**src/rtl/pipe_hazard_spine_pkg.sv**
```systemverilog
// Shared types and helpers for the pipeline hazard spine: stage metadata,
// select-width computation and the register-match / availability predicates.
package pipe_pkg;

  localparam int REG_AW_MAX  = 8;
  localparam int SEL_REGFILE = 0;

  // rd is sized for the widest supported register file; narrower files zero-extend.
  typedef struct packed {
    logic                  v;
    logic [REG_AW_MAX-1:0] rd;
    logic                  wr;
    logic                  ld;
  } stage_meta_t;

  function automatic int sel_width(input int stages);
    return $clog2(stages + 1);
  endfunction

  function automatic logic writes_reg(input stage_meta_t m, input logic [REG_AW_MAX-1:0] r);
    return m.v && m.wr && (m.rd == r) && (r != '0);
  endfunction

  function automatic logic result_avail(input stage_meta_t m, input int k, input int load_lat);
    return !m.ld || (k >= load_lat);
  endfunction

endpackage

```
**src/rtl/pipe_hazard_spine_if.sv**
```systemverilog
// Decode-side issue handshake, forwarding selects, writeback view and counters.
// Handshake: an instruction transfers on a cycle where in_valid && in_ready;
// in_ready never depends on itself and drops combinationally on flush, hazard or reset.
interface pipe_hazard_spine_if #(
  parameter int REG_AW = 5,
  parameter int SEL_W  = 2,
  parameter int CNT_W  = 16
);
  logic              in_valid;
  logic              in_ready;
  logic [REG_AW-1:0] in_rs;
  logic [REG_AW-1:0] in_rt;
  logic [REG_AW-1:0] in_rd;
  logic              in_wr;
  logic              in_load;
  logic              flush;
  logic [SEL_W-1:0]  fwd_rs_sel;
  logic [SEL_W-1:0]  fwd_rt_sel;
  logic              wb_valid;
  logic [REG_AW-1:0] wb_rd;
  logic [CNT_W-1:0]  stall_cnt;
  logic [CNT_W-1:0]  flush_cnt;

  modport master (
    output in_valid, in_rs, in_rt, in_rd, in_wr, in_load, flush,
    input  in_ready, fwd_rs_sel, fwd_rt_sel, wb_valid, wb_rd, stall_cnt, flush_cnt
  );

  modport slave (
    input  in_valid, in_rs, in_rt, in_rd, in_wr, in_load, flush,
    output in_ready, fwd_rs_sel, fwd_rt_sel, wb_valid, wb_rd, stall_cnt, flush_cnt
  );
endinterface

```
**src/rtl/pipe_hazard_spine_stage_meta.sv**
```systemverilog
// One in-flight stage's metadata register: shifts in every clock, with a
// synchronous kill of the valid bit.
module pipe_stage_meta
  import pipe_pkg::*;
(
  input  logic        clk,
  input  logic        rst,
  input  logic        clr_i,
  input  stage_meta_t d_i,
  output stage_meta_t q_o
);
  stage_meta_t meta_q;

  always_ff @(posedge clk or posedge rst) begin
    if (rst) begin
      meta_q <= '0;
    end else begin
      meta_q <= d_i;
      if (clr_i) meta_q.v <= 1'b0;
    end
  end

  assign q_o = meta_q;
endmodule

```
**src/rtl/pipe_hazard_spine.sv**
```systemverilog
// Pipeline-control spine: tracks per-stage destination metadata and derives
// load-use stalls, operand forwarding selects, flush kills and event counters.
module pipe_hazard_spine
  import pipe_pkg::*;
#(
  parameter int STAGES      = 3,
  parameter int REG_AW      = 5,
  parameter int LOAD_LAT    = 1,
  parameter int FLUSH_DEPTH = 1,
  parameter int CNT_W       = 16
) (
  input logic               clk,
  input logic               rst,
  pipe_hazard_spine_if.slave bus
);
  localparam int SEL_W = sel_width(STAGES);

  stage_meta_t           meta_q [STAGES];
  stage_meta_t           meta_d [STAGES];
  logic [STAGES-1:0]     clr;
  logic [REG_AW_MAX-1:0] rs_w, rt_w;
  logic                  rs_found, rs_avail, rt_found, rt_avail;
  logic [SEL_W-1:0]      rs_sel, rt_sel;
  logic                  rs_haz, rt_haz, hazard, issue;
  logic [CNT_W-1:0]      stall_cnt_q, stall_cnt_d, flush_cnt_q, flush_cnt_d;

  // Scan oldest to youngest so the youngest matching writer overwrites the result.
  always_comb begin
    rs_w     = REG_AW_MAX'(bus.in_rs);
    rt_w     = REG_AW_MAX'(bus.in_rt);
    rs_found = 1'b0;
    rs_avail = 1'b0;
    rs_sel   = SEL_W'(SEL_REGFILE);
    rt_found = 1'b0;
    rt_avail = 1'b0;
    rt_sel   = SEL_W'(SEL_REGFILE);
    for (int k = STAGES - 1; k >= 0; k--) begin
      if (writes_reg(meta_q[k], rs_w)) begin
        rs_found = 1'b1;
        rs_avail = result_avail(meta_q[k], k, LOAD_LAT);
        rs_sel   = SEL_W'(k + 1);
      end
      if (writes_reg(meta_q[k], rt_w)) begin
        rt_found = 1'b1;
        rt_avail = result_avail(meta_q[k], k, LOAD_LAT);
        rt_sel   = SEL_W'(k + 1);
      end
    end
  end

  assign rs_haz       = rs_found && !rs_avail;
  assign rt_haz       = rt_found && !rt_avail;
  assign hazard       = bus.in_valid && (rs_haz || rt_haz);
  assign bus.in_ready = !rst && !bus.flush && !hazard;
  assign issue        = bus.in_valid && bus.in_ready;

  assign bus.fwd_rs_sel = (rs_found && rs_avail) ? rs_sel : SEL_W'(SEL_REGFILE);
  assign bus.fwd_rt_sel = (rt_found && rt_avail) ? rt_sel : SEL_W'(SEL_REGFILE);

  // Flush kills what lands in stages 1..FLUSH_DEPTH; stage 0 is a bubble anyway
  // because flush also blocks issue.
  always_comb begin
    meta_d[0] = '0;
    if (issue) begin
      meta_d[0].v  = 1'b1;
      meta_d[0].rd = REG_AW_MAX'(bus.in_rd);
      meta_d[0].wr = bus.in_wr;
      meta_d[0].ld = bus.in_load;
    end
    for (int k = 1; k < STAGES; k++) meta_d[k] = meta_q[k-1];
    for (int k = 0; k < STAGES; k++) clr[k] = bus.flush && (k >= 1) && (k <= FLUSH_DEPTH);
  end

  for (genvar k = 0; k < STAGES; k++) begin : g_stage
    pipe_stage_meta u_meta (
      .clk   (clk),
      .rst   (rst),
      .clr_i (clr[k]),
      .d_i   (meta_d[k]),
      .q_o   (meta_q[k])
    );
  end

  assign bus.wb_valid = meta_q[STAGES-1].v && meta_q[STAGES-1].wr;
  assign bus.wb_rd    = meta_q[STAGES-1].rd[REG_AW-1:0];

  always_comb begin
    stall_cnt_d = stall_cnt_q;
    flush_cnt_d = flush_cnt_q;
    if (hazard && !bus.flush && (stall_cnt_q != '1)) stall_cnt_d = stall_cnt_q + CNT_W'(1);
    if (bus.flush && (flush_cnt_q != '1))            flush_cnt_d = flush_cnt_q + CNT_W'(1);
  end

  always_ff @(posedge clk or posedge rst) begin
    if (rst) begin
      stall_cnt_q <= '0;
      flush_cnt_q <= '0;
    end else begin
      stall_cnt_q <= stall_cnt_d;
      flush_cnt_q <= flush_cnt_d;
    end
  end

  assign bus.stall_cnt = stall_cnt_q;
  assign bus.flush_cnt = flush_cnt_q;
endmodule

```
**src/flat_wrapper.sv**
```systemverilog
// flat-port wrapper written by rule: the top's interface ports become plain ports
module pipe_hazard_spine_flat import pipe_pkg::*;
#(
  parameter int STAGES      = 3,
  parameter int REG_AW      = 5,
  parameter int LOAD_LAT    = 1,
  parameter int FLUSH_DEPTH = 1,
  parameter int CNT_W       = 16
)
  (clk, rst, bus_in_valid, bus_in_rs, bus_in_rt, bus_in_rd, bus_in_wr, bus_in_load, bus_flush, bus_in_ready, bus_fwd_rs_sel, bus_fwd_rt_sel, bus_wb_valid, bus_wb_rd, bus_stall_cnt, bus_flush_cnt);
  pipe_hazard_spine_if #(.REG_AW(REG_AW), .SEL_W(2), .CNT_W(CNT_W)) bus_i ();
  input logic clk;
  input logic rst;
  input wire logic [$bits(bus_i.in_valid)-1:0] bus_in_valid;
  input wire logic [$bits(bus_i.in_rs)-1:0] bus_in_rs;
  input wire logic [$bits(bus_i.in_rt)-1:0] bus_in_rt;
  input wire logic [$bits(bus_i.in_rd)-1:0] bus_in_rd;
  input wire logic [$bits(bus_i.in_wr)-1:0] bus_in_wr;
  input wire logic [$bits(bus_i.in_load)-1:0] bus_in_load;
  input wire logic [$bits(bus_i.flush)-1:0] bus_flush;
  output wire logic [$bits(bus_i.in_ready)-1:0] bus_in_ready;
  output wire logic [$bits(bus_i.fwd_rs_sel)-1:0] bus_fwd_rs_sel;
  output wire logic [$bits(bus_i.fwd_rt_sel)-1:0] bus_fwd_rt_sel;
  output wire logic [$bits(bus_i.wb_valid)-1:0] bus_wb_valid;
  output wire logic [$bits(bus_i.wb_rd)-1:0] bus_wb_rd;
  output wire logic [$bits(bus_i.stall_cnt)-1:0] bus_stall_cnt;
  output wire logic [$bits(bus_i.flush_cnt)-1:0] bus_flush_cnt;
  assign bus_i.in_valid = bus_in_valid;
  assign bus_i.in_rs = bus_in_rs;
  assign bus_i.in_rt = bus_in_rt;
  assign bus_i.in_rd = bus_in_rd;
  assign bus_i.in_wr = bus_in_wr;
  assign bus_i.in_load = bus_in_load;
  assign bus_i.flush = bus_flush;
  assign bus_in_ready = bus_i.in_ready;
  assign bus_fwd_rs_sel = bus_i.fwd_rs_sel;
  assign bus_fwd_rt_sel = bus_i.fwd_rt_sel;
  assign bus_wb_valid = bus_i.wb_valid;
  assign bus_wb_rd = bus_i.wb_rd;
  assign bus_stall_cnt = bus_i.stall_cnt;
  assign bus_flush_cnt = bus_i.flush_cnt;
  pipe_hazard_spine #(.STAGES(STAGES), .REG_AW(REG_AW), .LOAD_LAT(LOAD_LAT), .FLUSH_DEPTH(FLUSH_DEPTH), .CNT_W(CNT_W)) u_core (.clk(clk), .rst(rst), .bus(bus_i));
endmodule
```
**config.mk**
```make
export PLATFORM = sky130hd
export DESIGN_NAME = pipe_hazard_spine_flat
export DESIGN_NICKNAME = d
export VERILOG_FILES = /design/src/rtl/pipe_hazard_spine_pkg.sv /design/src/rtl/pipe_hazard_spine_if.sv /design/src/rtl/pipe_hazard_spine_stage_meta.sv /design/src/rtl/pipe_hazard_spine.sv /design/src/flat_wrapper.sv
export SDC_FILE = /design/constraint.sdc
export NUM_CORES = 1
export LEC_CHECK = 0
export ABC_AREA = 0
export CAP_MARGIN = 20
export CORE_MARGIN = 5
export CORE_UTILIZATION = 24
export CTS_BUF_LIST = sky130_fd_sc_hd__clkbuf_4 sky130_fd_sc_hd__clkbuf_8
export CTS_CLUSTER_DIAMETER = 200
export DETAILED_ROUTE_END_ITERATION = 6
export SYNTH_ARGS = -nofsm -noshare
export SYNTH_HDL_FRONTEND = slang
export SYNTH_SLANG_ARGS = --single-unit
```
**constraint.sdc**
```tcl
create_clock -name clk -period 2.01 [get_ports clk]
set_clock_uncertainty 0.15 [all_clocks]
set_input_delay 0.402 -clock clk [delete_from_list [all_inputs] [get_ports clk]]
set_output_delay 0.402 -clock clk [all_outputs]
set_load 0.05 [all_outputs]
```
==> run metrics <==
die width 116 um; Final Instance Area 3990 um2; largest net degree at the start of global routing 39; first-pass GRT wire length 11000 um; Avg Synthesized Cell Area 10.9 um2; TritonCTS buffer count 5; Worst slew margin 0.721; Post-Synthesis Cells 248; cell with the most instances after synthesis dfrtp_1; DR vias 2148; failing checks negative setup slack; Slew @ Worst Pin 0.414 ns; grt ovf 0; die area 13500 um2; M1 GR Usage 0.134; largest family of logic cells by synthesized area simple AND/OR/NAND/NOR gates; Avg WL per Cell 13.6 um; biggest area consumer among synthesized cells dfrtp_1; minimum clock period 2.61 ns; H-tree Lvls 2; number of synthesized flops with an enable pin 0; post-synthesis simple-gate area fraction 0.232; first drt pass iteration count 4; Yosys cell types 39; post-synthesis mux area share 0.0199; WS Path Type input pin to primary output; post-synthesis compound-gate area fraction 0.0292; Top Usage Layer GRT met2; Final Hold Violating Endpoints 0; dpl cell area 3790 um2; fin nets 371; WP data arrival 2.06 ns; worst slack, placed -0.953 ns; Worst Hold Class flip-flop to flip-flop; Leak 0.00190 uW; PwrDens 651 nW/um2; top post-synthesis cells by area dfrtp_1 50%, xor2_1 10%, xnor2_1 6.8%; Clk pwr share 0.239; Final setup viols 29; # diodes 0; Post-CTS Hold Fix Bufs 0; Net Sw Frac 0.350; sequential power share 0.489; ratio of cells with drive above 1 in the final layout 0.413; Synth Cell Area 2700 um2; max-slew violation count 0; Synth top area share 0.501; outcome finished, violations left; XOR/XNOR Fraction of Synth Area 0.172; Most used DFF post-synth dfrtp_1; nature of the critical path endpoint primary output; M2 GR Usage 0.166; global placement routability congestion 0.831; fraction of registers with async set/reset 1.00; total track usage 0.102; I/O Pins 64; drt drc 0; Area Overhead vs Synth 47.7%; FF+latch count, synth 54; max-cap viol count 0; startpoint types input pin; CTS sink count 54; Synth Warn # 0; Seq/Total Area, Yosys 0.501; Worst Path Required 1.46 ns; Comb power frac 0.272; period utilization 1.30; fill count 1098; Die H 116 um; drt total wl 6630 um; met3 Usage GRT 0.0303; vias in the first global route 2273; Hold Worst Slack 0.237 ns; Core ar. 10900 um2; switching power 908 uW; DP Wirelength 5120 um; overall power 2590 uW; later-pin clock latency in the skew report 0.31 ns; detailed router's first-iteration violation count 55; RSZ-0062 raised after global routing true; Fmax 0.383 GHz; Synth top cells by count 54 x dfrtp_1, 32 x xor2_1, 21 x xnor2_1, 17 x nand2_1, 14 x nand3_1; clock slew at reported path FFs 0.10 ns; Via density 4.39; Row Count 38; Internal Power 1690 uW; Longest Clk Path Bufs 2; antenna violations before repair 0; CP Max Fanout 4; Synthesized Nets 271; clk root buf clkbuf_8; CTS tree yes; Initial Utilization 0.247; Antenna Nets Post-Route 0; I/O Buffers 63; Adder-Cell Fraction of Synth Area 0.00928; Worst Slack Setup Final -0.604 ns; Peak supply drop 0.000730 V
==> sequential cells by signal (all words and copies together) (netlist names) <==
name and flops:
u_core.bus.stall_cnt 16, u_core.g_stage.u_meta.q_o 22, u_core.bus.flush_cnt 16
==> layer usage <==
layer  part of all wire  vias up
met5                  0        -
met2               0.48       45
met3              0.062        6
li1                   -     1054
met1               0.45     1043
met4             0.0098        0
==> power by group through the flow <==
stage / Clock [uW] / Combinational [uW] / Sequential (uW)
after floorplan: 0 / 211 / 1500
after global placement: 0 / 699 / 1290
after detailed placement: 0 / 710 / 1280
after CTS: 656 / 711 / 1270
after global routing: 687 / 764 / 1290
final: 620 / 705 / 1270
==> worst max-delay path: stages <==
cell	delay [ns]
dlygate4sd2_1	0.29
xor2_1	0.19
nor4_2	0.34
o21ai_1	0.16
nor2_2	0.23
mux2i_4	0.29
buf_12	0.16
==> cells in the final DEF (no fill, tap or decap), drive strengths merged, types with 7 or more instances in the layout <==
cell and count:
nand2 17, clkdlybuf4s50 11, nand3 14, xnor2 21
and2 10, nor3 14, dfrtp 54, a21oi 7
nor4 8, xor2 32, nor2 12, dlygate4sd2 7
nand4 7, buf 84
==> metrics by stage <==
stage                     cells  utilization  setup TNS (ns)
after global placement      477        0.347          -22.59
after global routing        489        0.364           -9.63
after floorplan             248            -          -0.450
final                       489        0.364           -6.39
after detailed placement    477        0.347          -24.04
after CTS                   488        0.361           -7.16
==> cell families (layout without fill, tap and decap cells) <==
logic type,count (synthesis),in the layout
fa+ha+maj,2,2
xor+xnor,53,53
simple gates,105,105
mux,5,5
buf+inv,16,117
flops,54,54
compound gates,13,13
==> repair_timing <==
| action | 4_1_cts | 5_1_grt |
|---|---|---|
| endpoints found under the setup margin | 29 | 30 |
| resized for setup | 18 | 8 |
| pin swaps | 8 | 6 |
| setup buffers | 3 | 1 |
==> layout make-up <==
cell class,count,area [um2],share of cell area
multi-input combinational,178,1420,0.357
sequential,54,1370,0.344
timing repair buffer,104,908,0.228
tap,140,175,0.0440
clock buffer,5,68.8,0.0173
clock inverter,3,21.3,0.00534
inverter,5,18.8,0.00471
==> final timing paths <==
check / slack [ns] / startpoint / to / cells after the start
setup / recovery: -0.60 / bus_in_rs[2] / bus_fwd_rs_sel[0] / 7
hold reg to reg: 0.24 / u_core.g_stage[1].u_meta.q_o[1]$_DFF_PP0_ / u_core.g_stage[2].u_meta.q_o[1]$_DFF_PP0_ / 0
setup reg to reg: -0.23 / u_core.g_stage[0].u_meta.q_o[3]$_DFF_PP0_ / u_core.bus.stall_cnt[8]$_DFFE_PP0P_ / 9
max in group asynchronous: 1.16 / rst / u_core.bus.stall_cnt[4]$_DFFE_PP0P_ / 3
hold / removal: 0.24 / u_core.g_stage[1].u_meta.q_o[1]$_DFF_PP0_ / u_core.g_stage[2].u_meta.q_o[1]$_DFF_PP0_ / 0
min in group asynchronous: 0.33 / rst / u_core.g_stage[2].u_meta.q_o[1]$_DFF_PP0_ / 3
Power figures use the tool's default switching activity.
